<file path="config.mk">
export PLATFORM = sky130hd
export DESIGN_NAME = dmem_arbiter
export DESIGN_NICKNAME = d
export VERILOG_FILES = /design/src/rtl/dmem_pkg.sv /design/src/rtl/rr_burst_arbiter.sv /design/src/rtl/dmem_arbiter.sv
export SDC_FILE = /design/constraint.sdc
export NUM_CORES = 1
export LEC_CHECK = 0
export CAP_MARGIN = 10
export CORE_ASPECT_RATIO = 0.7
export CORE_MARGIN = 5
export CORE_UTILIZATION = 32
export CTS_BUF_LIST = sky130_fd_sc_hd__clkbuf_4 sky130_fd_sc_hd__clkbuf_8
export DETAILED_ROUTE_END_ITERATION = 8
export HOLD_SLACK_MARGIN = 0.15
export PLACE_DENSITY_LB_ADDON = 0.08
export SYNTH_ARGS = -nofsm -noshare
export SYNTH_HDL_FRONTEND = slang
export SYNTH_SLANG_ARGS = --single-unit
</file>
<file path="constraint.sdc">
create_clock -name clk -period 2.4 [get_ports clk]
set_clock_uncertainty 0.2 [all_clocks]
set_input_delay 0.48 -clock clk [delete_from_list [all_inputs] [get_ports clk]]
set_output_delay 0.48 -clock clk [all_outputs]
set_load 0.05 [all_outputs]
</file>
<file path="src/rtl/dmem_pkg.sv">
// Shared types and helpers for the data-memory arbiter slice.
package dmem_pkg;

  typedef enum logic [1:0] {
    IDLE = 2'd0,
    OWN0 = 2'd1,
    OWN1 = 2'd2
  } state_t;

  localparam logic P_CORE = 1'b0;
  localparam logic P_DMA  = 1'b1;

  // Callers zero-extend their address to 64 bits before the check.
  function automatic logic addr_in_range(input logic [63:0] addr, input int unsigned aw);
    return (addr >> aw) == 64'd0;
  endfunction

endpackage

</file>
<file path="src/rtl/rr_burst_arbiter.sv">
// Two-way round-robin arbiter with bounded bursts; grants are combinational from req.
// A port keeps ownership under contention for at most BURST_MAX consecutive grants.
module rr_burst_arbiter
  import dmem_pkg::*;
#(
  parameter int BURST_MAX = 4
) (
  input  logic clk,
  input  logic rst_n,
  input  logic req0,
  input  logic req1,
  output logic gnt0,
  output logic gnt1
);

  localparam logic [3:0] BMAX_M1 = 4'(BURST_MAX - 1);

  state_t     r_state;
  logic       r_rr_last;
  logic [3:0] r_burst_cnt;

  logic   w_any;
  logic   w_sel;
  logic   w_at_limit;
  state_t w_next_own;

  always_comb begin
    w_any      = req0 | req1;
    w_at_limit = (r_burst_cnt >= BMAX_M1);
    w_sel      = P_CORE;
    if (req0 && req1) begin
      case (r_state)
        OWN0:    w_sel = w_at_limit ? P_DMA : P_CORE;
        OWN1:    w_sel = w_at_limit ? P_CORE : P_DMA;
        default: w_sel = ~r_rr_last;
      endcase
    end else if (req1) begin
      w_sel = P_DMA;
    end
    w_next_own = (w_sel == P_DMA) ? OWN1 : OWN0;
    gnt0 = w_any && (w_sel == P_CORE);
    gnt1 = w_any && (w_sel == P_DMA);
  end

  always_ff @(posedge clk or negedge rst_n) begin
    if (!rst_n) begin
      r_state     <= IDLE;
      r_rr_last   <= P_DMA;
      r_burst_cnt <= 4'd0;
    end else if (!w_any) begin
      r_state     <= IDLE;
      r_burst_cnt <= 4'd0;
    end else begin
      r_state   <= w_next_own;
      r_rr_last <= w_sel;
      // Count consecutive grants to the same owner; an owner change restarts it.
      if (r_state == w_next_own)
        r_burst_cnt <= w_at_limit ? BMAX_M1 : r_burst_cnt + 4'd1;
      else
        r_burst_cnt <= 4'd0;
    end
  end

endmodule

</file>
<file path="src/rtl/dmem_arbiter.sv">
// Arbitrates core and DMA ports onto a single-ported data memory, one access per cycle.
// Reads return registered data one cycle after grant; losers stall by holding req until gnt.
module dmem_arbiter
  import dmem_pkg::*;
#(
  parameter int ADDR_WIDTH = 5,
  parameter int DATA_WIDTH = 32,
  parameter int BURST_MAX  = 4
) (
  input  logic                  clk,
  input  logic                  rst_n,
  input  logic                  req0,
  input  logic                  req1,
  input  logic                  we0,
  input  logic                  we1,
  input  logic [DATA_WIDTH-1:0] a0,
  input  logic [DATA_WIDTH-1:0] a1,
  input  logic [DATA_WIDTH-1:0] wd0,
  input  logic [DATA_WIDTH-1:0] wd1,
  output logic                  gnt0,
  output logic                  gnt1,
  output logic                  rvalid0,
  output logic                  rvalid1,
  output logic [DATA_WIDTH-1:0] rd0,
  output logic [DATA_WIDTH-1:0] rd1,
  output logic                  err0,
  output logic                  err1,
  output logic                  mem_we,
  output logic [DATA_WIDTH-1:0] mem_a,
  output logic [DATA_WIDTH-1:0] mem_wd,
  input  logic [DATA_WIDTH-1:0] mem_rd
);

  logic                  w_we;
  logic                  w_in_range;
  logic                  w_rd_gnt0;
  logic                  w_rd_gnt1;
  logic [DATA_WIDTH-1:0] w_rdata;

  logic                  r_rvalid0, r_rvalid1;
  logic                  r_err0, r_err1;
  logic [DATA_WIDTH-1:0] r_rd0, r_rd1;

  rr_burst_arbiter #(
    .BURST_MAX(BURST_MAX)
  ) u_arb (
    .clk  (clk),
    .rst_n(rst_n),
    .req0 (req0),
    .req1 (req1),
    .gnt0 (gnt0),
    .gnt1 (gnt1)
  );

  // Port 0 is the idle default on the memory bus.
  always_comb begin
    mem_a      = gnt1 ? a1 : a0;
    mem_wd     = gnt1 ? wd1 : wd0;
    w_we       = (gnt0 & we0) | (gnt1 & we1);
    w_in_range = addr_in_range(64'(mem_a), ADDR_WIDTH);
    mem_we     = w_we & w_in_range;
    w_rd_gnt0  = gnt0 & ~we0;
    w_rd_gnt1  = gnt1 & ~we1;
    w_rdata    = w_in_range ? mem_rd : '0;
  end

  always_ff @(posedge clk or negedge rst_n) begin
    if (!rst_n) begin
      r_rvalid0 <= 1'b0;
      r_rvalid1 <= 1'b0;
      r_err0    <= 1'b0;
      r_err1    <= 1'b0;
      r_rd0     <= '0;
      r_rd1     <= '0;
    end else begin
      r_rvalid0 <= w_rd_gnt0;
      r_rvalid1 <= w_rd_gnt1;
      r_err0    <= gnt0 & ~w_in_range;
      r_err1    <= gnt1 & ~w_in_range;
      if (w_rd_gnt0) r_rd0 <= w_rdata;
      if (w_rd_gnt1) r_rd1 <= w_rdata;
    end
  end

  assign rvalid0 = r_rvalid0;
  assign rvalid1 = r_rvalid1;
  assign err0    = r_err0;
  assign err1    = r_err1;
  assign rd0     = r_rd0;
  assign rd1     = r_rd1;

endmodule

</file>
After elaboration in Yosys (flattened, before gate mapping)
Index checks and enable logic that the tools add are counted.
{"block": "totals", "inputBits": 166, "register_bits": 75, "output_inout_bits": 135, "word_cells": 45}
{"block": "op_classes", "order_cmp": 1, "n_addsub": 1, "n_mux": 13, "n_reduce_logical": 4, "n_bitwise": 14, "n_eq_ne": 3}
{"op": "32-bit two-way mux", "count": 3}
{"op": "64-bit zero test", "count": 1}
{"op": "4-bit two-way mux", "count": 3}
{"op": "1-bit bitwise AND", "count": 7}
{"op": "1-bit inverter", "count": 5}
{"op": "4-bit by 1-bit adder with 4-bit output (second input constant)", "count": 1}
{"op": "4-bit by 2-bit >= comparator with 1-bit output (second input constant)", "count": 1}
{"op": "1-bit two-way mux", "count": 4}
{"op": "2-bit two-way mux", "count": 2}
{"op": "1-bit logical AND", "count": 3}
{"op": "2-bit by 1-bit equality test with 1-bit output (second input constant)", "count": 1}
{"op": "2-bit equality test", "count": 1}
{"op": "2-bit equality test (second input constant)", "count": 1}
{"op": "1-bit bitwise OR", "count": 2}
{"op": "1-bit case mux with 2 select lines", "count": 1}

Depth between registers and ports, before layout
{"block": "logic_depth", "ltp_word": 9, "ltp_mapped": 9}

Hierarchy
From an unflattened synthesis, not the netlist that was laid out.
{"block": "hier_totals", "cells_unflattened": 325, "hier_area_um2": 4023.9}
{"module": "dmem_arbiter", "area_per_inst_um2": 3657.3, "cells_per_inst": 293, "n_inst": 1}
{"module": "rr_burst_arbiter", "area_per_inst_um2": 366.6, "cells_per_inst": 32, "n_inst": 1}

Worst setup path after synthesis
No wires, ideal clock.
{"block": "synth_timing", "path_type": "flip-flop to output port", "from": "reg u_arb.r_burst_cnt[0]", "to": "out mem_we", "setup_slack_ns": -0.616, "path_stages_with_launch": 8, "n_path_buf": 1, "arrival_ns": 2.336, "required_ns": 1.720, "cell_sequence": "dfrtp_1 ha_1 or3_4 nand4b_4 nand3_4 buf_2 mux2i_1 a21oi_1"}
{"block": "synth_between", "elab_chain_cells": 9, "elab_cells_between_ends": 14, "cone_classes": "order compare (1); mux (5); bitwise (5); reduce/logical (3)"}
{"element": "from (decl)", "line": "rr_burst_arbiter.sv:20", "text": "logic [3:0] r_burst_cnt;"}
{"element": "from (signal assigned)", "line": "rr_burst_arbiter.sv:58", "text": "r_burst_cnt <= w_at_limit ? BMAX_M1 : r_burst_cnt + 4'd1;"}
{"element": "4-bit by 2-bit >= comparator with 1-bit output (*)", "line": "rr_burst_arbiter.sv:29", "text": "w_at_limit = (r_burst_cnt >= BMAX_M1);"}
{"element": "1-bit two-way mux, on equally long branches", "line": "rr_burst_arbiter.sv:34, rr_burst_arbiter.sv:33"}
{"element": "1-bit case mux with 2 select lines (*)", "line": "rr_burst_arbiter.sv:32", "text": "case (r_state)"}
{"element": "1-bit two-way mux (*)", "line": "rr_burst_arbiter.sv:31", "text": "if (req0 && req1) begin"}
{"element": "parallel branches: the longest is 4 deep, another holds 64-bit zero test"}
{"element": "1-bit bitwise AND (*)", "line": "dmem_arbiter.sv:61", "text": "mem_we = w_we & w_in_range;"}
{"element": "to (decl)", "line": "dmem_arbiter.sv:28", "text": "output logic mem_we,"}
Mark *: on every way between the ends.

Worst setup path after layout
{"block": "layout_timing", "from": "reg u_arb.r_burst_cnt[0]", "to": "out mem_wd[22]"}
{"block": "layout_between", "elab_chain_cells": 6, "elab_cells_between_ends": 7, "cone_classes": "order compare (1); mux (5); reduce/logical (1)"}
{"element": "4-bit by 2-bit >= comparator with 1-bit output (*)", "line": "rr_burst_arbiter.sv:29"}
{"element": "1-bit two-way mux, on equally long branches", "line": "rr_burst_arbiter.sv:34, rr_burst_arbiter.sv:33"}
{"element": "1-bit case mux with 2 select lines (*)", "line": "rr_burst_arbiter.sv:32"}
{"element": "1-bit two-way mux (*)", "line": "rr_burst_arbiter.sv:31"}
{"element": "1-bit logical AND (*)", "line": "rr_burst_arbiter.sv:42", "text": "gnt1 = w_any && (w_sel == P_DMA);"}
{"element": "32-bit two-way mux (*)", "line": "dmem_arbiter.sv:58", "text": "mem_wd = gnt1 ? wd1 : wd0;"}
{"element": "to (decl)", "line": "dmem_arbiter.sv:30", "text": "output logic [DATA_WIDTH-1:0] mem_wd,"}
Every way passes the cells marked *; elsewhere a longest branch is shown, timed or not.

==> impl_metrics.json <==
{
  "status": "finished with violations",
  "violations": "negative setup slack",
  "grt_usage_pct": 24.39,
  "cp_slowest_cell": "dfrtp_1",
  "rsz0062_at_grt": "yes",
  "die_w_um": 144.3,
  "crit_fanout": 18,
  "worst_slack_ns": -0.5923,
  "required_ns": 1.72,
  "cts_sinks": 75,
  "async_flop_share_pct": 100.0,
  "ys_seq_elements": 75,
  "final_antenna_net_count": 0,
  "finish.utilization_pct": 69.23,
  "power_density_nw_per_um2": 490.9,
  "grt_util_met1_pct": 30.92,
  "synth-seq-area-share_pct": 46.47,
  "synthTopCellsByArea": "dfrtp_1 (46%), mux2_2 (18%), nand2_1 (12%), o21ai_0 (4.1%), o21ai_2 (3.7%)",
  "grt_util_met2_pct": 40.25,
  "period_minus_slack_ns": 2.992,
  "drive_gt1_share_pct": 31.87,
  "first_pass_iters": 5,
  "worst_pin_slew_ns": 0.5425,
  "gp_congestion": 0.8362,
  "ys.warnings.count": 0,
  "synth_cell_types": 33,
  "drt-total-wl_um": 18120,
  "setup_viol": 67,
  "setup_tns_ns": -37.42,
  "numCtsBuffers": 9,
  "hp-class": "reg -> reg",
  "portBuffers": 300,
  "yosysTopAreaCell": "dfrtp_1",
  "vias": 4317,
  "htreeDepth": 3,
  "io-pin-count": 301,
  "root_buffer": "clkbuf_8",
  "gr-total-overflow": 0,
  "path_buf_inv": 3,
  "maxCapViolCount": 0,
  "ff_latch_area_um2": 1878,
  "area_delta_synth_final_pct": 112.1,
  "critPathKind": "reg -> out",
  "fmax_mhz": 334.2,
  "nNetsFinal": 917,
  "clock_path_buffers": 2,
  "start_util_pct": 32.65,
  "synth_top_area_share_pct": 45.82,
  "crit_path_start_kind": "flip-flop",
  "cp-end-kind": "primary output",
  "routed_via_density": 4.718,
  "multi_input_area_um2": 2152,
  "avgSynthCellArea_um2": 9.738,
  "drt_iter0_markers": 171,
  "drt-wirelength-per-cell_um": 19.81,
  "worstPathCellList": "ha_4 > or3_4 > nand4b_4 > nand3_4 > buf_12 > buf_12 > mux2_2 > buf_12",
  "slew_violations": 0,
  "ir_drop_mv": 0.2550,
  "r2r_slack_ns": 0.11,
  "fillers": 901,
  "clk_pin_slew_ns": 0.07,
  "fp.dieArea_um2": 15010,
  "synth_most_common_cell": "nand2_1",
  "antenna_found_initial": 0,
  "crit_top_cell": "buf_12",
  "cts_tree": "built",
  "antennaDiodeCount": 0,
  "slowest_delay_ns": 0.41,
  "synth_top_cells_by_count": "nand2_1 (132), dfrtp_1 (74), mux2_2 (64)",
  "grt_busiest_layer": "met2",
  "cpLargestDelayFamily": "simple AND/OR/NAND/NOR gates",
  "timing.rr.start": "u_arb.r_burst_cnt[0]",
  "met3_usage_pct": 9.145,
  "synthCells": 415,
  "hold_viol_final": 0,
  "synth-edff-count": 0,
  "worstSkewPairLatency_ns": 0.34,
  "syn_area_um2": 4041,
  "hp-start": "u_arb.r_rr_last",
  "die_h_um": 104.0,
  "grt_pass1_vias": 4810,
  "rows": 34,
  "grt_max_degree": 66,
  "remaining_drc_errors": 0,
  "cellLeakagePower_uw": 0.003560,
  "critPathLaunch": "u_arb.r_burst_cnt[0]",
  "synthFlopType": "dfrtp_1",
  "dp_hpwl_um": 14730,
  "grt_first_pass_wirelength_um": 28140,
  "worstPathArrival_ns": 2.31,
  "period_share_pct": 124.7,
  "max_slew_margin_pct": 63.72,
  "core_area_um2": 12380
}
-- through the flow --
| stage | setup WS [ns] | hold slack [ns] | cells | instance area [µm²] | total power (µW) |
|---|---|---|---|---|---|
| 2_1_floorplan | -0.1085 | -0.01559 | 416 | 4099 | 2150 |
| 3_3_place_gp | -0.6071 | 0.2382 | 890 | 8075 | 3143 |
| 3_5_place_dp | -0.5593 | 0.2424 | 890 | 8075 | 3159 |
| 4_1_cts | -0.6311 | 0.2798 | 914 | 8493 | 4230 |
| 5_1_grt | -0.6750 | 0.3033 | 915 | 8571 | 4370 |
| 6_report | -0.5923 | 0.2758 | 915 | 8571 | 4208 |
-- report_power, final --
| group | switching [µW] | internal (µW) |
|---|---|---|
| Sequential | 12.8 | 1280 |
| Combinational | 941 | 998 |
| Clock | 479 | 494 |
| Total | 1430 | 2780 |
-- worst register-to-register path, cell delays in order (launching register included) --
cell and delay [ns]:
dfrtp_1 0.41, ha_4 0.18, or3_4 0.35, nand4b_4 0.13
nand3_4 0.11, buf_12 0.17, buf_4 0.15, buf_4 0.14
a2bb2oi_1 0.17, a211oi_2 0.20
-- state kept, by name, summed over array words and instances (netlist names) --
signal,count
rd0,32
u_arb.r_state,2
rvalid1,1
err0,1
u_arb.r_rr_last,1
err1,1
u_arb.r_burst_cnt,4
rd1,32
rvalid0,1
-- layout make-up --
| class | count | share of cell area, % |
|---|---|---|
| multi-input combinational | 308 | 25.11 |
| sequential | 75 | 21.91 |
| clock inverter | 6 | 0.7591 |
| inverter | 6 | 0.2628 |
| timing repair buffer | 348 | 48.06 |
| tap | 162 | 2.365 |
| clock buffer | 10 | 1.533 |
-- logic make-up (layout without fill, tap and decap cells) --
kind of cell	Yosys count	in the layout	synth area share (%)
and+or+nand+nor	165	166	18.45
DFF	75	75	46.47
AOI/OAI and AO/OA	72	72	11.02
muxes	65	65	18.08
buffers and inverters	34	370	4.954
adders and majority gates	3	3	0.9289
other	1	2	0.09279
-- layout by cell type (no fill, tap or decap), types with 4 or more instances in the layout --
cell             instances
o21ai_0                 33
inv_1                    5
clkbuf_8                 9
o21ai_2                 17
buf_12                  65
nand2_1                132
nor4_1                   5
buf_6                   10
buf_4                   37
dfrtp_1                 74
nor2_1                   4
clkdlybuf4s50_1        228
mux2_4                  10
mux2_2                  54
nor4_2                   5
o21ai_1                 15
-- final timing paths --
| path | end | cells after the start |
|---|---|---|
| max | mem_wd[22] | 8 |
| min | u_arb.r_rr_last | 2 |
| max reg2reg | u_arb.r_burst_cnt[0] | 9 |
| min reg2reg | u_arb.r_rr_last | 2 |
| max in group asynchronous | rd1[19] | 3 |
| min in group asynchronous | rvalid0 | 2 |
-- metal layers --
metal / vias to the layer above / share of wire (%)
met5: - / 0
met4: 0 / 1.3
met3: 16 / 8.6
met2: 149 / 49
met1: 2067 / 41
li1: 2085 / -
-- timing repair --
item,4_1_cts,5_1_grt
cloned,3,1
buffers inserted,4,2
pin swaps,5,3
setup endpoints to repair,68,132
resized for setup,21,14
hold buffers,1,0
endpoints found under the hold margin,27,0
Power figures use the tool's default switching activity.
